### src/rtl/fetch_queue.sv
// Two-entry in-order instruction queue between fetch and decode.
// Throttles fetch via stall_o, drops everything on flush, counts drops.
module fetch_queue #(
  parameter int ADDR_W = 16,
  parameter int INST_W = 32,
  parameter int CNT_W  = 16
) (
  input  logic              clk,
  input  logic              rst,
  input  logic              v_i,
  input  logic [ADDR_W-1:0] pc_i,
  input  logic [INST_W-1:0] inst_i,
  output logic              stall_o,
  input  logic              flush_i,
  output logic              v_o,
  output logic [ADDR_W-1:0] pc_o,
  output logic [INST_W-1:0] inst_o,
  input  logic              ready_i,
  output logic [CNT_W-1:0]  drop_cnt_o
);

  localparam int ENT_W = ADDR_W + INST_W;
  localparam int SUM_W = CNT_W + 2;

  localparam logic [1:0] ST_EMPTY = 2'd0;
  localparam logic [1:0] ST_ONE   = 2'd1;
  localparam logic [1:0] ST_FULL  = 2'd2;

  localparam logic [CNT_W-1:0] CNT_MAX = {CNT_W{1'b1}};

  logic [1:0]       state_q, state_d;
  logic [ENT_W-1:0] e0_q, e0_d;
  logic [ENT_W-1:0] e1_q, e1_d;
  logic [CNT_W-1:0] drop_q, drop_d;

  logic             push;
  logic             pop;
  logic [ENT_W-1:0] in_ent;
  logic [1:0]       held;
  logic [SUM_W-1:0] drop_sum;

  // Outputs depend on registered state only, so stall_o has no path from ready_i/v_i.
  assign v_o        = (state_q != ST_EMPTY);
  assign stall_o    = (state_q == ST_FULL);
  assign pc_o       = e0_q[ENT_W-1:INST_W];
  assign inst_o     = e0_q[INST_W-1:0];
  assign drop_cnt_o = drop_q;

  assign push   = v_i & ~stall_o & ~flush_i;
  assign pop    = v_o & ready_i & ~flush_i;
  assign in_ent = {pc_i, inst_i};

  always_comb begin
    held = 2'd0;
    case (state_q)
      ST_ONE:  held = 2'd1;
      ST_FULL: held = 2'd2;
      default: held = 2'd0;
    endcase
  end

  // Incoming valid word counts as dropped too; wide sum avoids wrap before the clamp.
  assign drop_sum = {2'b00, drop_q} + SUM_W'(held) + SUM_W'(v_i);

  always_comb begin
    // NOTE: every signal assigned here gets a default first, so no path can infer a latch.
    state_d = state_q;
    e0_d    = e0_q;
    e1_d    = e1_q;
    drop_d  = drop_q;

    if (flush_i) begin
      state_d = ST_EMPTY;
      if (drop_sum > {2'b00, CNT_MAX}) begin
        drop_d = CNT_MAX;
      end else begin
        drop_d = drop_sum[CNT_W-1:0];
      end
    end else begin
      case (state_q)
        ST_EMPTY: begin
          if (push) begin
            state_d = ST_ONE;
            e0_d    = in_ent;
          end
        end
        ST_ONE: begin
          if (push && pop) begin
            e0_d = in_ent;
          end else if (push) begin
            state_d = ST_FULL;
            e1_d    = in_ent;
          end else if (pop) begin
            state_d = ST_EMPTY;
          end
        end
        ST_FULL: begin
          if (pop) begin
            state_d = ST_ONE;
            e0_d    = e1_q;
          end
        end
        default: state_d = ST_EMPTY;
      endcase
    end
  end

  // NOTE: entry registers are reset as well, so pc_o/inst_o read zero straight out of reset.
  always_ff @(posedge clk or negedge rst) begin
    if (!rst) begin
      state_q <= ST_EMPTY;
      e0_q    <= '0;
      e1_q    <= '0;
      drop_q  <= '0;
    end else begin
      // NOTE: non-blocking updates so all flops sample pre-edge values together.
      state_q <= state_d;
      e0_q    <= e0_d;
      e1_q    <= e1_d;
      drop_q  <= drop_d;
    end
  end

endmodule

### config.mk
export PLATFORM = sky130hd
export DESIGN_NAME = fetch_queue
export DESIGN_NICKNAME = d
export VERILOG_FILES = /design/src/rtl/fetch_queue.sv
export SDC_FILE = /design/constraint.sdc
export NUM_CORES = 1
export LEC_CHECK = 0
export ABC_AREA = 1
export BUFFER_PORTS_ARGS = -buffer_cell sky130_fd_sc_hd__buf_4
export CAP_MARGIN = 20
export CORE_ASPECT_RATIO = 0.8
export CORE_UTILIZATION = 54
export CTS_BUF_LIST = sky130_fd_sc_hd__clkbuf_16
export DETAILED_ROUTE_END_ITERATION = 8
export GPL_ROUTABILITY_DRIVEN = 0
export GPL_TIMING_DRIVEN = 0
export PLACE_DENSITY_LB_ADDON = 0.05
export SETUP_SLACK_MARGIN = 0.02
export SYNTH_ARGS = -nofsm -noshare
export SYNTH_HDL_FRONTEND = slang
export SYNTH_SLANG_ARGS = --single-unit
export TNS_END_PERCENT = 100
### constraint.sdc
create_clock -name clk -period 6.7 [get_ports clk]
set_input_delay 0.67 -clock clk [delete_from_list [all_inputs] [get_ports clk]]
set_output_delay 0.67 -clock clk [all_outputs]
set_load 0.03 [all_outputs]
Word level (Yosys, flattened, before mapping)
Index checks and enable logic that the tools add are counted.

cells by class
  mux-type cells = 13
  bitwise logic cells = 7
  $lt $le $gt $ge = 1
  reductions and logical operators = 7
  equal/unequal tests = 9
  add/subtract/negate cells = 2

operator list
  kind                                                             count
  two-way mux 48 bit                                               3
  case mux 48 bit (3 select lines)                                 1
  adder 17 x 1 -> 18 bit                                           1
  greater-than comparator 18 x 16 -> 1 bit, second input constant  1
  adder 16 x 2 -> 17 bit                                           1
  two-way mux 16 bit                                               1
  two-way mux 2 bit                                                6
  AND reduction 4 bit                                              2
  != test 3 bit, second input constant                             2
  case mux 2 bit (3 select lines)                                  1
  AND reduction 5 bit                                              1
  AND 1 bit                                                        4
  != test 2 bit, second input constant                             2
  != test 4 bit, second input constant                             1
  case mux 2 bit (2 select lines)                                  1
  != test 3 x 1 -> 1 bit, second input constant                    1
  inverter 1 bit                                                   3
  nonzero test 3 bit                                               1
  equality test 2 x 1 -> 1 bit, second input constant              1
  equality test 2 bit, second input constant                       1
  logical NOT 2 bit                                                1
  != test 2 x 1 -> 1 bit, second input constant                    1
  nonzero test 2 bit                                               1
  logical AND 1 bit                                                1

storage, ports and cells
  word-level logic and storage cells = 43
  output and inout bits = 66
  input port bits = 53
  bits in registers = 114

Logic depth before layout (Yosys ltp)
  depth in word-level cells = 8
  depth in mapped cells = 12
  gate-level depth less buffers = 12

Least setup slack after synthesis
OpenSTA, ideal clock, no wires.

  kind = input to register
  start = in v_i
  end = reg drop_q[10] (netlist: drop_cnt_o[10])
  library setup time = 0.070 ns
  path buffers = 0
  setup slack = 4.282 ns
  stages = 9
  data required time = 6.630 ns
  arrival time = 2.347 ns
  path through = inv_1 fa_1 fa_1 inv_1 nand3_1 nor2_1 nand3_1 or2_2 nand3_1

on the way
  longest elaborated chain between the ends = 3

ends and longest elaborated chain
  item                                      line  RTL
  start, declared                           10    input logic v_i,
  adder 17 x 1 -> 18 bit *                  63    assign drop_sum = {2'b00, drop_q} + SUM_W'(held) + SUM_W'(v_i);
  greater-than comparator 18 x 16 -> 1 bit  74    if (drop_sum > {2'b00, CNT_MAX}) begin
  two-way mux 16 bit *                      74
  end signal, assigned                      120   drop_q <= drop_d;
  end, declared                             34    logic [CNT_W-1:0] drop_q, drop_d;

Every way passes the cells marked *; elsewhere a longest branch is shown, timed or not.
A chain may end at the register's enable or synchronous reset.

Worst setup path in the final report
  start = reg state_q[0]
  end = reg drop_q[10] (netlist: drop_cnt_o[10])

on the way
  longest elaborated chain between the ends = 6
  elaborated cells on any way between the ends = 7
  classes of those cells = add/sub: 2; order compare: 1; eq/ne: 2; mux: 2

ends and longest elaborated chain
  item                                                                        line  RTL
  start, declared                                                             31    logic [1:0] state_q, state_d;
  start signal, assigned                                                      117   state_q <= state_d;
  equality test 2 bit / equality test 2 x 1 -> 1 bit (equally long branches)  55    case (state_q)
  case mux 2 bit (2 select lines) *                                           55
  adder 16 x 2 -> 17 bit *                                                    63
  adder 17 x 1 -> 18 bit *                                                    63
  greater-than comparator 18 x 16 -> 1 bit                                    74
  two-way mux 16 bit *                                                        74

Marked as above.

==> results.toml <==
[final_layout]
layout.nets = 788
layout_common_cells = "nand2_1, buf_4, dfrtp_1"
n_antenna_cell = 0
drive_gt1_share_pct = 22.18
layout_commonest_cell = "nand2_1"
syn_to_final_growth_pct = 31.25

[clocking]
clk_path_buf_depth = 2
cts_buffers = 17
htreeDepth = 4
clock-root-buffer = "clkbuf_16"
path_clk_slew_ns = 0.05
postCtsSetupBuffers = 0
numClockSinks = 114
cts_hold_buffers = 0
cts_resized = 0
cts_tree = "built"
insertion_delay_ns = 0.40

[yosys]
synth_top_family_by_area = "simple AND/OR/NAND/NOR gates"
ys_types = 22
syn_area_um2 = 5092
netlist.area_leader.share_pct = 56.02
synthTopCellsByArea = "dfrtp_1, nand2_1, o21ai_0"
yosys.area_share.simple_pct = 20.52
synth_area_per_cell_um2 = 8.573
yosys.area_share.adder_pct = 1.032
synth-compound-area-share_pct = 10.54
synth_warnings = 0
netlist_instances = 594
ys_ff_latch = 114
yosys.area.top_type = "dfrtp_1"
seq_area_frac_synth_pct = 56.02
synthMuxAreaShare_pct = 5.111
syn-num-nets = 650
synthXorXnorAreaFrac_pct = 0.6880

[place]
place_ws_ns = 3.922
io_buffer_count = 118
hpwlAfterDp_um = 8475

[floorplan]
core_um2 = 9115
core.rowCount = 31
die_h_um = 88.86
dieArea_um2 = 9825
die_w_um = 110.6
io_pins = 119
start_util_pct = 55.87

[status]
status = "finished, final reports clean"

[detailed_routing]
dr.pass1.iters = 4
wl_per_cell_um = 14.32
antenna_left = 0
wirelength_um = 12300
drc = 0
via_per_inst = 5.104
route.vias.total = 4384
drt-initial-drc-count = 237

[critical_path]
cp.required_ns = 7.02
slowest_delay_ns = 0.50
cpMostUsedCell = "nor2_1"
crit_type = "reg2reg"
worstPathArrival_ns = 2.91
path_max_fanout = 10
startpoint_type = "flip-flop"
critPathSlowestCell = "fa_1"
crit_path_end_kind = "flip-flop"
cp_cell_sequence = "inv_2, nand2_2, buf_2, fa_1, nor2_1, nand2_1, nor2_1, nand4_1, clkbuf_1, nand3_1"

[sta]
finalCriticalPeriod_ns = 2.594
setup_viol = 0
period_share_pct = 38.71
slew_viol_final = 0
fmax_mhz = 385.6
worst_pin_slew_ns = 0.6184
slew_headroom_pct = 58.55
rsz0062_at_grt = "no"
fin_setup_tns_ns = 0
worst_slack_ns = 4.106
skew_ns = 0.009305
hold_viol_final = 0

[power_and_ir_drop]
p_leak_nw = 3.612
p_per_area_nw_per_um2 = 355.3
ir_drop_mv = 0.2373

[global_route]
grt_max_degree = 71
grt_pass1_wl_um = 19960
track_usage_pct = 26.13
grt.overflow.total = 0
grtUsageMet1_pct = 34.40
grtUsageMet2_pct = 42.29
antenna_found_initial = 0
grt_pass1_vias = 4128
top_usage_layer = "met2"
grt_util_met3_pct = 8.219

[hold_path]
hold_class = "in2async"

[flow_run]
drv_cap = 0
## metal layers
| metal | vias to the layer above | routed length [um] |
|---|---|---|
| li1 | 2172 | - |
| met3 | 10 | 632 |
| met5 | - | 0 |
| met1 | 2095 | 5669 |
| met4 | 0 | 95 |
| met2 | 107 | 5905 |
## path summary, 6_finish.rpt
check,from,end,slack (ns),cells after the start
worst max-delay path,state_q[0],drop_cnt_o[10],4.11,10
worst min register to register,e1_q[6],e1_q[6],0.47,2
max in group asynchronous,rst,e1_q[16],5.67,2
worst min-delay path,rst,e0_q[39],0.28,1
worst max register to register,state_q[0],drop_cnt_o[10],4.11,10
min in group clk,e1_q[6],e1_q[6],0.47,2
## cell usage after synthesis, drive strengths merged
master and instances:
a21oi 3, buf 17, clkbuf 11, dfrtp 114, fa 2, ha 1
inv 49, mux2i 26, nand2 223, nand3 19, nand4 5, nor2 15
nor3 1, o211ai 1, o21ai 100, o41ai 1, or2 2, xnor2 1
xor2 3
## per-stage QoR
stage	instances	total power, mW	util [%]	instance area (um2)	hold slack [ns]
3_5_place_dp	828	1.569	67.47	6150	0.4578
5_1_grt	859	2.501	73.33	6684	0.3261
3_3_place_gp	827	1.543	67.17	6122	0.4528
6_report	859	2.375	73.33	6684	0.2832
2_1_floorplan	594	1.324	-	5092	0.3744
4_1_cts	859	2.390	73.33	6684	0.3013
## power breakdown
group	switching, mW	internal [mW]
sequential	0.0999	0.865
combinational	0.371	0.223
clock	0.287	0.529
## flip-flops by register name, indices dropped and copies added (netlist names)
signal      cells
drop_cnt_o     16
e0_q           48
e1_q           48
state_q         2
## worst max-delay path: cells and delay by family (launching register included)
family,cells,cell delay [ns]
AND/OR/NAND/NOR,6,0.83
flip-flops,1,0.45
buffers and inverters,3,0.73
adder cells (fa/ha/maj),1,0.50
## cell type report
cell class | count | area (um2)
sequential | 114 | 2853
multi-input combinational | 403 | 1929
clock buffer | 17 | 425.4
buffer | 28 | 126.4
timing repair buffer | 119 | 913.4
inverter | 49 | 183.9
fill | 699 | 2431
clock inverter | 14 | 108.9
tap | 115 | 143.9
## kinds of logic after synthesis
kind of cell	count (synthesis)
simple gates	265
compound gates	105
buf+inv	77
xor+xnor	4
flops	114
mux	26
fa+ha+maj	3
No activity file was read; power rests on OpenSTA's default activity.
